`config.mk`:
```
export PLATFORM = sky130hd
export DESIGN_NAME = wts_envelope_generator
export DESIGN_NICKNAME = d
export VERILOG_FILES = /design/src/rtl/wts_envelope_generator.sv
export SDC_FILE = /design/constraint.sdc
export NUM_CORES = 1
export LEC_CHECK = 0
export ABC_AREA = 1
export CAP_MARGIN = 0
export CORE_AREA = 2 2 103 105
export DETAILED_ROUTE_END_ITERATION = 10
export DIE_AREA = 0 0 105 107
export GPL_TIMING_DRIVEN = 0
export PLACE_DENSITY = 0.56
export SYNTH_ARGS = -nofsm -noshare
export SYNTH_HDL_FRONTEND = slang
export SYNTH_SLANG_ARGS = --single-unit
```
`constraint.sdc`:
```
create_clock -name clk -period 4 [get_ports clk]
set_input_delay 0.8 -clock clk [delete_from_list [all_inputs] [get_ports clk]]
set_output_delay 0.8 -clock clk [all_outputs]
set_load 0.01 [all_outputs]
```
`src/rtl/wts_envelope_generator.sv`:
```
// rtl/wts_envelope_generator.sv - per-channel ADSR envelope generator for the wave table engine
module wts_envelope_generator (
   input  logic       clk,
   input  logic       nreset,
   input  logic       tick,
   input  logic       key_on,
   input  logic       reg_env_enable,
   input  logic [3:0] reg_attack,
   input  logic [3:0] reg_decay,
   input  logic [3:0] reg_sustain,
   input  logic [3:0] reg_release,
   output logic [8:0] envelope,
   output logic       busy
);

   localparam logic [2:0] ST_IDLE    = 3'd0;
   localparam logic [2:0] ST_ATTACK  = 3'd1;
   localparam logic [2:0] ST_DECAY   = 3'd2;
   localparam logic [2:0] ST_SUSTAIN = 3'd3;
   localparam logic [2:0] ST_RELEASE = 3'd4;

   logic [2:0]  state, state_nx;
   logic [7:0]  level, level_nx;
   logic [13:0] cnt, cnt_nx;
   logic        gate_d;

   logic        rise, fall;
   logic [3:0]  rate;
   logic [13:0] limit;
   logic        step_due;
   logic [7:0]  sus_level;
   logic [7:0]  level_dec;
   logic [13:0] cnt_inc;

   assign rise      = key_on & ~gate_d;
   assign fall      = ~key_on & gate_d;
   assign sus_level = {reg_sustain, reg_sustain};
   assign level_dec = level - 8'd1;
   assign cnt_inc   = cnt + 14'd1;

   always_comb begin
      rate = 4'd0;
      case (state)
         ST_ATTACK:  rate = reg_attack;
         ST_DECAY:   rate = reg_decay;
         ST_RELEASE: rate = reg_release;
         default:    rate = 4'd0;
      endcase
   end

   // Period 2^(r-1) ticks; >= lets a shortened rate take effect on the next tick.
   assign limit    = 14'h3FFF >> (4'd15 - rate);
   assign step_due = (cnt >= limit);

   always_comb begin
      state_nx = state;
      level_nx = level;
      cnt_nx   = cnt;
      if (rise) begin
         state_nx = ST_ATTACK;
         cnt_nx   = '0;
      end else if (fall && (state == ST_ATTACK || state == ST_DECAY || state == ST_SUSTAIN)) begin
         state_nx = ST_RELEASE;
         cnt_nx   = '0;
      end else if (tick) begin
         case (state)
            ST_ATTACK: begin
               if (level == 8'hFF || rate == 4'd0) begin
                  level_nx = 8'hFF;
                  state_nx = ST_DECAY;
                  cnt_nx   = '0;
               end else if (step_due) begin
                  level_nx = level + 8'd1;
                  cnt_nx   = '0;
                  if (level == 8'hFE) begin
                     state_nx = ST_DECAY;
                  end
               end else begin
                  cnt_nx = cnt_inc;
               end
            end
            ST_DECAY: begin
               if (level <= sus_level || rate == 4'd0) begin
                  level_nx = sus_level;
                  state_nx = ST_SUSTAIN;
                  cnt_nx   = '0;
               end else if (step_due) begin
                  cnt_nx = '0;
                  if (level_dec <= sus_level) begin
                     level_nx = sus_level;
                     state_nx = ST_SUSTAIN;
                  end else begin
                     level_nx = level_dec;
                  end
               end else begin
                  cnt_nx = cnt_inc;
               end
            end
            ST_SUSTAIN: begin
               level_nx = sus_level;
            end
            ST_RELEASE: begin
               if (level == 8'h00 || rate == 4'd0) begin
                  level_nx = 8'h00;
                  state_nx = ST_IDLE;
                  cnt_nx   = '0;
               end else if (step_due) begin
                  level_nx = level_dec;
                  cnt_nx   = '0;
                  if (level == 8'h01) begin
                     state_nx = ST_IDLE;
                  end
               end else begin
                  cnt_nx = cnt_inc;
               end
            end
            default: begin
               state_nx = state;
            end
         endcase
      end
   end

   always_ff @(posedge clk or negedge nreset) begin
      if (!nreset) begin
         state    <= ST_IDLE;
         level    <= 8'h00;
         cnt      <= '0;
         gate_d   <= 1'b0;
         envelope <= 9'h000;
         busy     <= 1'b0;
      end else begin
         state    <= state_nx;
         level    <= level_nx;
         cnt      <= cnt_nx;
         gate_d   <= key_on;
         // Output reflects the level from before this edge: one clock behind the step.
         envelope <= reg_env_enable ? {1'b0, level} : 9'h1FF;
         busy     <= (state != ST_IDLE);
      end
   end

endmodule

```
======== Word level (Yosys, flattened, before mapping) ========
Index checks and enable logic that the tools add are counted.
storage, ports and cells
  register bits ........................... 36
  input bits .............................. 21
  output and inout bits ................... 10
  word-level logic and storage cells ...... 82
operators by class
  $add $sub $neg .......................... 4
  $lt $le $gt $ge ......................... 3
  eq/ne operators ......................... 16
  shift operators ......................... 1
  multiplexer cells ....................... 31
  bitwise logic cells ..................... 6
  reduce and logical (&&, ||, !) cells .... 15
operators with widths
  operator               number
  $mux 14                7
  $mux 8                 7
  $pmux 14 s3            1
  $mux 3                 12
  $pmux 8 s4             1
  $eq 8x8->1 const B     2
  $le 8x8->1             2
  $add 14x1->14 const B  1
  $ge 14x14->1           1
  $shr 14x4->14 const A  1
  $pmux 4 s3             1
  $ne 5x2->1 const B     2
  $ne 5x3->1 const B     2
  $ne 5x5->1 const B     2
  $mux 9                 1
  $pmux 3 s3             1
  $add 8x1->8 const B    1
  $eq 8x1->1 const B     1
  $logic_not 8->1        1
  $reduce_and 8->1       1
  $sub 8x1->8 const B    1
  $reduce_and 7->1       1
  $eq 3x2->1 const B     2
  $ne 3x2->1 const B     2
  other kinds (13)       22

======== Depth between registers and ports, before layout ========
Gate-level depths: netlist (run 1).
  word-level depth ........................ 11
  gate-level depth with buffers ........... 24
  depth with buffers taken out ............ 23

======== Worst setup path after synthesis (run 1) ========
OpenSTA, ideal clock, no wires.
  kind .................................... input -> register
  from .................................... input reg_decay[3]
  to ...................................... register cnt[11]
  library setup time ...................... 0.074 ns
  arrival time ............................ 2.879 ns
  data required time ...................... 3.926 ns
  path slack .............................. 1.047 ns
  stages on the path ...................... 17
  path buffers ............................ 2
  cells stage by stage .................... nand4_1 -> nand3_4 -> clkbuf_1 -> inv_1 -> nand2_1 -> inv_1 -> ha_1 -> nand2_1 -> nor2_1 -> nand2_1 -> nor2_1 -> nor2_1 -> nand3_1 -> o21ai_1 -> nand3_2 -> buf_6 -> o21ai_2
between the ends
  longest elaborated chain between the ends .. 10
  elaborated cells between the ends (all ways) .. 16
  those cells by class .................... add/sub: 1; order compare: 1; shift: 1; mux: 9; reduce/logical: 4
RTL lines
  item                        line         text
  start: declaration          9            input logic [3:0] reg_decay,
  $pmux 4 s3 *                43           case (state)
  $sub 4x4->4                 52           assign limit = 14'h3FFF >> (4'd15 - rate);
  $shr 14x4->14               52
  $ge 14x14->1                53           assign step_due = (cnt >= limit);
  $mux 14                     72, 87, 107
  $mux 14 (on tied branches)  103, 68, 83
  $pmux 14 s3 *               66           case (state)
  $mux 14 *                   65           end else if (tick) begin
  $mux 14 *                   62           end else if (fall && (state == ST_ATTACK || state == ST_DECAY || state == ST_SUSTAIN)) begin
  $mux 14 *                   59           if (rise) begin
  end signal: assignment      135          cnt <= cnt_nx;
  end: declaration            24           logic [13:0] cnt, cnt_nx;
Mark *: on every way between the ends. The rest lies on a longest branch, timed or not. The select of a mux whose other input is x is not followed.
A chain may end at the register's enable or synchronous reset.

======== Final worst setup path (run 1) ========
Same ends and word-level chain as after synthesis.

==> reports/metrics.yaml, run 1 <==
worst_setup_path:
  end_kind: "flop"
  path_cells: "clkdlybuf4s50_1, nand4_1, nand3_4, clkbuf_1, o21ai_0, ha_1, nand2_1, nor2_1, nand2_1, nor2_1, nor2_1, nand3_1, o21ai_1, nand3_2, buf_6, o21ai_2"
  startpoint_type: "input port"
  cp.required_ps: 4230
  cpPeakStageDelay_ps: 460
  crit_family: "simple AND/OR/NAND/NOR gates"
  path_buf_inv: 3
  crit_path_top_delay_cell: "clkdlybuf4s50_1"
  crit_top_cell: "nor2_1"
  arrival_ps: 3810
  crit_fanout: 10
  worstSetupPathType: "in2reg"
synthesis:
  ys_seq_area_frac: 0.260
  postSynthAreaPerCell_um2: 7.16
  async_flop_share: 1.00
  yosysWarnings: 0
  synth_edf_count: 0
  syn_nets: 540
  ys.flop_type: "dfrtp_1"
  syn_area_um2: 3460
  synth-seq-cells: 36
  synth_cell_types: 37
  synthCells: 484
sta:
  min_period_over_period: 0.894
  rsz0062_at_grt: "false"
  slew_viol_final: 0
  timing.hold.ws_ps: 539
  relSlewSlack: 0.442
  hold_viol_final: 0
  setup_ws_ps: 424
  fmax_mhz: 280
  finClkSkew_ps: 4.11
  tns_ps: 0
  tightest_slew_ps: 837
  setup_violations: 0
  min_period_ps: 3580
power_and_ir_drop:
  p_leak_nw: 1.98
  pwr-share-comb: 0.663
  power_frac_seq: 0.183
  max-vdd-ir-drop_mv: 0.502
  switchingPower_mw: 1.54
  p_clk_frac: 0.154
  swShare: 0.510
  power.density_nw_per_um2: 742
  p_int_mw: 1.48
finish:
  drive_gt1_frac: 0.102
  post-route-cell-area_um2: 4080
  area_growth_pct: 17.7
  nets: 576
  diodes: 0
die:
  core_area_um2: 10100
  fp.dieArea_um2: 11200
  die_x_um: 105
  rows: 37
  dieHeight_um: 107
  ios: 31
  floorplan.initialDensity: 0.343
grt:
  grt_max_degree: 37
  antenna_found_initial: 0
  grt_pass1_wl_um: 15000
  gr-total-overflow: 0
  grt_pass1_vias: 3102
  grt_use_total: 0.165
placement:
  place.gp.congestion: 0.910
  port_buffers: 29
  placed_cell_area_um2: 3920
  dp_slack_ps: 101
  dp_hpwl_um: 6960
flow_run:
  drv_cap: 0
route:
  routed_wl_um: 8790
  post-route-drc-count: 0
  via_per_inst: 4.95
  vias: 3255
  wl_per_cell_um: 13.4
  drt_iter0_drc: 112
  first_pass_iters: 4
  ant_nets: 0
clock_tree:
  cts_resized: 0
  cts_buffers: 5
  clockBufferDepth: 2
  postCtsHoldBufs: 0
  cts_tree: "done"
  root_buffer: "clkbuf_8"
  clkSinkCount: 36
  clkTransAtPathRegs_ps: 80
  clock_latency_ps: 300
  cts_setup_buffers: 0
  h-tree-depth: 2
min_path:
  hold_class: "reg2reg"
status:
  status: "completed"
[per-layer routing]
metal  up-vias  track usage  share of wire
li1       1663            -              -
met4         0       0.0571          0.020
met5         -            0              0
met2        56        0.280           0.48
met1      1522        0.213           0.47
met3        14       0.0261          0.029
[Yosys cell counts, types with 2 or more instances]
cell      number  area, µm²
o21a_1         2       15.0
o21ai_2       11       96.3
nand3_1       33        165
buf_6          4       45.0
nor3_1         4       20.0
dfrtp_1       36        901
nand3_4        3       52.6
nand2_4        4       45.0
ha_1          35        438
inv_1         51        191
o21ai_0       30        150
a21oi_1       15       75.1
nand3b_1      10       75.1
clkbuf_1       2       7.51
nor2_4         3       33.8
xor2_1        15        131
nand2_2        2       12.5
nand2_1      160        601
nor2_1        25       93.8
nand4_1       13       81.3
xnor2_1        3       26.3
o21bai_1       2       15.0
nand3_2        6       60.1
buf_2          2       10.0
[through the flow]
stage | total power, mW | instances | util
final | 3.03 | 657 | 0.404
after global routing | 3.36 | 657 | 0.404
after CTS | 3.05 | 657 | 0.404
after detailed placement | 2.57 | 649 | 0.388
after global placement | 2.54 | 649 | 0.389
after floorplan | 2.06 | 484 | -
[state kept, by name, indices dropped and copies added (netlist names)]
signal	count
state	3
envelope	9
gate_d	1
busy	1
cnt	14
level	8
[power by group through the flow]
stage	clock network (mW)	logic (mW)	registers, mW
after CTS	0.476	2.02	0.553
after global routing	0.490	2.30	0.568
final	0.466	2.01	0.554
after floorplan	0	1.52	0.546
after detailed placement	0	2.01	0.560
after global placement	0	1.98	0.562
[logic make-up (layout without fill, tap and decap cells)]
family | after synthesis | after routing | synth area share
adder cells (fa/ha/maj) | 35 | 35 | 0.126
AND/OR/NAND/NOR | 269 | 269 | 0.377
buffers and inverters | 62 | 99 | 0.0787
flip-flops | 36 | 36 | 0.260
AO/OA/AOI/OAI | 64 | 64 | 0.112
XOR/XNOR | 18 | 18 | 0.0455
[area by class of cell]
class / count / area (µm²)
clock buffers: 5 / 68.8
flip-flops and latches: 36 / 901
clock inverters: 3 / 90.1
repair buffers: 29 / 285
plain buffers: 8 / 62.6
well taps: 136 / 170
inverters: 54 / 210
multi-input cells: 386 / 2290
fillers: 1089 / 6010
[placed cells by master (no fill, tap or decap), drive strengths merged]
| master | synthesis | layout |
|---|---|---|
| a21o | 1 | 1 |
| a21oi | 17 | 17 |
| and2 | 1 | 1 |
| buf | 6 | 7 |
| bufinv | 0 | 3 |
| clkbuf | 2 | 7 |
| clkdlybuf4s50 | 0 | 28 |
| clkinv | 1 | 1 |
| dfrtp | 36 | 36 |
| ha | 35 | 35 |
| inv | 53 | 53 |
| nand2 | 166 | 166 |
| nand3 | 42 | 42 |
| nand3b | 10 | 10 |
| nand4 | 14 | 14 |
| nor2 | 30 | 30 |
| nor3 | 4 | 4 |
| nor4 | 1 | 1 |
| o21a | 2 | 2 |
| o21ai | 42 | 42 |
| o21bai | 2 | 2 |
| or2 | 1 | 1 |
| xnor2 | 3 | 3 |
| xor2 | 15 | 15 |
[worst register-to-register path, stage by stage, from the launching register on]
cell and delay [ps]:
dfrtp_1 380, buf_6 140, nor2_2 310, nand3_2 140
nand3_4 150, clkbuf_1 330, o21ai_0 190, ha_1 320
nand2_1 90, nor2_1 40, nand2_1 80, nor2_1 50
nor2_1 80, nand3_1 290, o21ai_1 310, nand3_2 160
buf_6 190, o21ai_2 110
[path summary, 6_finish.rpt]
path / endpoint / slack (ps) / cells after the start / start
worst min register to register: cnt[0] / 540 / 1 / cnt[0]
max in group asynchronous: envelope[1] / 2870 / 1 / nreset
min in group asynchronous: cnt[4] / 590 / 1 / nreset
worst max-delay path: cnt[11] / 420 / 16 / reg_decay[3]
worst max register to register: cnt[11] / 570 / 17 / state[1]
worst min-delay path: cnt[0] / 540 / 1 / cnt[0]
No activity file was read; power rests on OpenSTA's default activity.
==> inputs of run 2 (changes only) <==
Settings changed: CTS_BUF_LIST set to sky130_fd_sc_hd__clkbuf_8, CTS_CLUSTER_SIZE set to 10.
==> results of run 2 <==
Same layout as run 1: the final DEF is identical, and so are final timing and power.
==> inputs of run 3 (changes only) <==
Settings changed: PLACE_DENSITY 0.56 to unset, PLACE_DENSITY_LB_ADDON set to 0.08, SKIP_LAST_GASP set to 1.
==> run 3 against run 2 <==
  * Maximum frequency decreased by 1.8%
  * Count of clock-buffer cells in the layout unchanged
  * Flip-flop and latch count unchanged
  * Power down 3.2%
  * Critical path depth unchanged
  * Worst setup slack got worse by 67 ps
  * Worst hold slack worse by 7.2 ps
  * Largest power group unchanged
  * Routed wire length is 4.2% higher
==> reports/metrics.yaml, run 3 (synthesis gave the netlist of run 1 again) <==
placement:
  dp_slack_ps: 45.2  # was 101 ps
  place.gp.congestion: 0.856  # was 0.910
  placedCellCount: 649  # unchanged
  port_buffers: 29  # unchanged
  placed_cell_area_um2: 3920  # unchanged
  dp_hpwl_um: 7220  # was 6960 µm
power_and_ir_drop:
  p_int_mw: 1.35  # was 1.48 mW
  power_frac_seq: 0.190  # was 0.183
  swShare: 0.538  # was 0.510
  max-vdd-ir-drop_mv: 0.334  # was 0.502 mV
  pwr-share-comb: 0.693  # was 0.663
  switchingPower_mw: 1.58  # was 1.54 mW
  power.density_nw_per_um2: 726  # was 742 nW/µm²
  p_clk_frac: 0.117  # was 0.154
  p_leak_nw: 1.96  # was 1.98 nW
sta:
  min_period_over_period: 0.911  # was 0.894
  relSlewSlack: 0.431  # was 0.442
  tightest_slew_ps: 853  # was 837 ps
  hold_viol_final: 0  # unchanged
  finClkSkew_ps: 2.04  # was 4.11 ps
  setup_violations: 0  # unchanged
  min_period_ps: 3640  # was 3580 ps
  rsz0062_at_grt: "false"  # unchanged
  timing.hold.ws_ps: 532  # was 539 ps
  fmax_mhz: 275  # was 280 MHz
  setup_ws_ps: 357  # was 424 ps
  slew_viol_final: 0  # unchanged
  tns_ps: 0  # unchanged
worst_setup_path:
  cpPeakStageDelay_ps: 480  # was 460 ps
  end_kind: "flop"  # unchanged
  arrival_ps: 3880  # was 3810 ps
  startpoint: "reg_attack[3]"  # was reg_decay[3]
  worstSetupPathType: "in2reg"  # unchanged
  crit_fanout: 10  # unchanged
  reg2reg_from: "state[0]"  # was state[1]
  startpoint_type: "input port"  # unchanged
  crit_top_cell: "nor2_1"  # unchanged
  crit_path_top_delay_cell: "clkdlybuf4s50_1"  # unchanged
  crit_family: "simple AND/OR/NAND/NOR gates"  # unchanged
  cp.required_ps: 4240  # was 4230 ps
  path_cells: "clkdlybuf4s50_1, nand4_1, nand3_4, clkbuf_1, o21ai_0, ha_1, nand2_1, nor2_1, nand2_1, nor2_1, nor2_1, nand3_1, o21ai_1, nand3_2, buf_6, o21ai_2"  # unchanged
  path_buf_inv: 3  # unchanged
route:
  vias: 3223  # was 3255
  via_per_inst: 4.91  # was 4.95
  wl_per_cell_um: 13.9  # was 13.4 µm
  post-route-drc-count: 0  # unchanged
  ant_nets: 0  # unchanged
  routed_wl_um: 9150  # was 8790 µm
  first_pass_iters: 4  # unchanged
  drt_iter0_drc: 73  # was 112
status:
  status: "completed"  # unchanged
finish:
  reg_top3: "cnt: 14 flops, envelope: 9 flops, level: 8 flops"  # unchanged
  largest-register: "cnt"  # unchanged
  nFillCells: 1144  # was 1089
  nets: 576  # unchanged
  final_common_cell: "nand2_1"  # unchanged
  post-route-cell-area_um2: 4030  # was 4080 µm²
  diodes: 0  # unchanged
  area_growth_pct: 16.4  # was 17.7%
  drive_gt1_frac: 0.102  # unchanged
  layout.cells.non_filler: 657  # unchanged
  largest_reg_flops: 14  # unchanged
  final_cell_mix: "160 x nand2_1, 51 x inv_1, 36 x dfrtp_1"  # unchanged
clock_tree:
  cts_buffers: 5  # unchanged
  clock_latency_ps: 310  # was 300 ps
  clkSinkCount: 36  # unchanged
  cts_resized: 0  # unchanged
  h-tree-depth: 2  # unchanged
  clockBufferDepth: 2  # unchanged
  postCtsHoldBufs: 0  # unchanged
  cts_setup_buffers: 0  # unchanged
  root_buffer: "clkbuf_8"  # unchanged
  cts_tree: "done"  # unchanged
  clkTransAtPathRegs_ps: 80  # about the same
die:
  die_x_um: 105  # unchanged
  floorplan.initialDensity: 0.343  # unchanged
  rows: 37  # unchanged
  dieHeight_um: 107  # unchanged
  fp.dieArea_um2: 11200  # unchanged
  core_area_um2: 10100  # unchanged
  ios: 31  # unchanged
flow_run:
  drv_cap: 0  # unchanged
grt:
  grt_max_degree: 37  # unchanged
  grt_pass1_vias: 3226  # was 3102
  grt_use_total: 0.175  # was 0.165
  gr-total-overflow: 0  # unchanged
  antenna_found_initial: 0  # unchanged
  grt_pass1_wl_um: 15600  # was 15000 µm
min_path:
  min_from: "cnt[0]"  # unchanged
  hold_class: "reg2reg"  # unchanged
[run 3: changes by cell type in the layout (fill, tap and decap cells not counted)]
| cell | change |
|---|---|
| bufinv_16 | -2 |
| clkinv_2 | +1 |
| clkinvlp_4 | +1 |
[run 3: path summary, 6_finish.rpt]
| kind | slack (ps) | endpoint | cells past startpoint |
|---|---|---|---|
| setup / recovery | 360 | cnt[3] | 16 |
| hold / removal | 530 | cnt[0] | 1 |
| setup reg to reg | 470 | cnt[3] | 16 |
| hold reg to reg | 530 | cnt[0] | 1 |
| max in group asynchronous | 2880 | level[0] | 1 |
| min in group asynchronous | 590 | cnt[6] | 1 |
[run 3: metal layers]
metal,track usage,part of all wire,wire length (µm)
met5,0,0,0
met4,0.0686,0.026,237
met3,0.0340,0.036,330
met2,0.305,0.48,4350
met1,0.212,0.46,4240
[run 3: area by class of cell]
class,count,area [µm²],share of cell area
clock buffer,5,68.8,0.0171
buffer,8,62.6,0.0155
inverter,54,210,0.0521
sequential,36,901,0.223
clock inverter,3,42.5,0.0106
timing repair buffer,29,285,0.0708
multi-input combinational,386,2290,0.568
tap,136,170,0.0422
[run 3: through the flow]
| stage | power, mW | utilization |
|---|---|---|
| global placement | 2.58 | 0.389 |
| finish | 2.93 | 0.399 |
| floorplan | 2.06 | - |
| detailed placement | 2.60 | 0.388 |
| CTS | 2.96 | 0.399 |
| global route | 3.26 | 0.399 |
[run 3: power groups by stage]
stage          combinational [mW]  sequential [mW]  clock (mW)
2_1_floorplan                1.52            0.546           0
3_3_place_gp                 2.02            0.566           0
3_5_place_dp                 2.04            0.563           0
4_1_cts                      2.05            0.557       0.354
5_1_grt                      2.32            0.574       0.365
6_report                     2.03            0.557       0.342
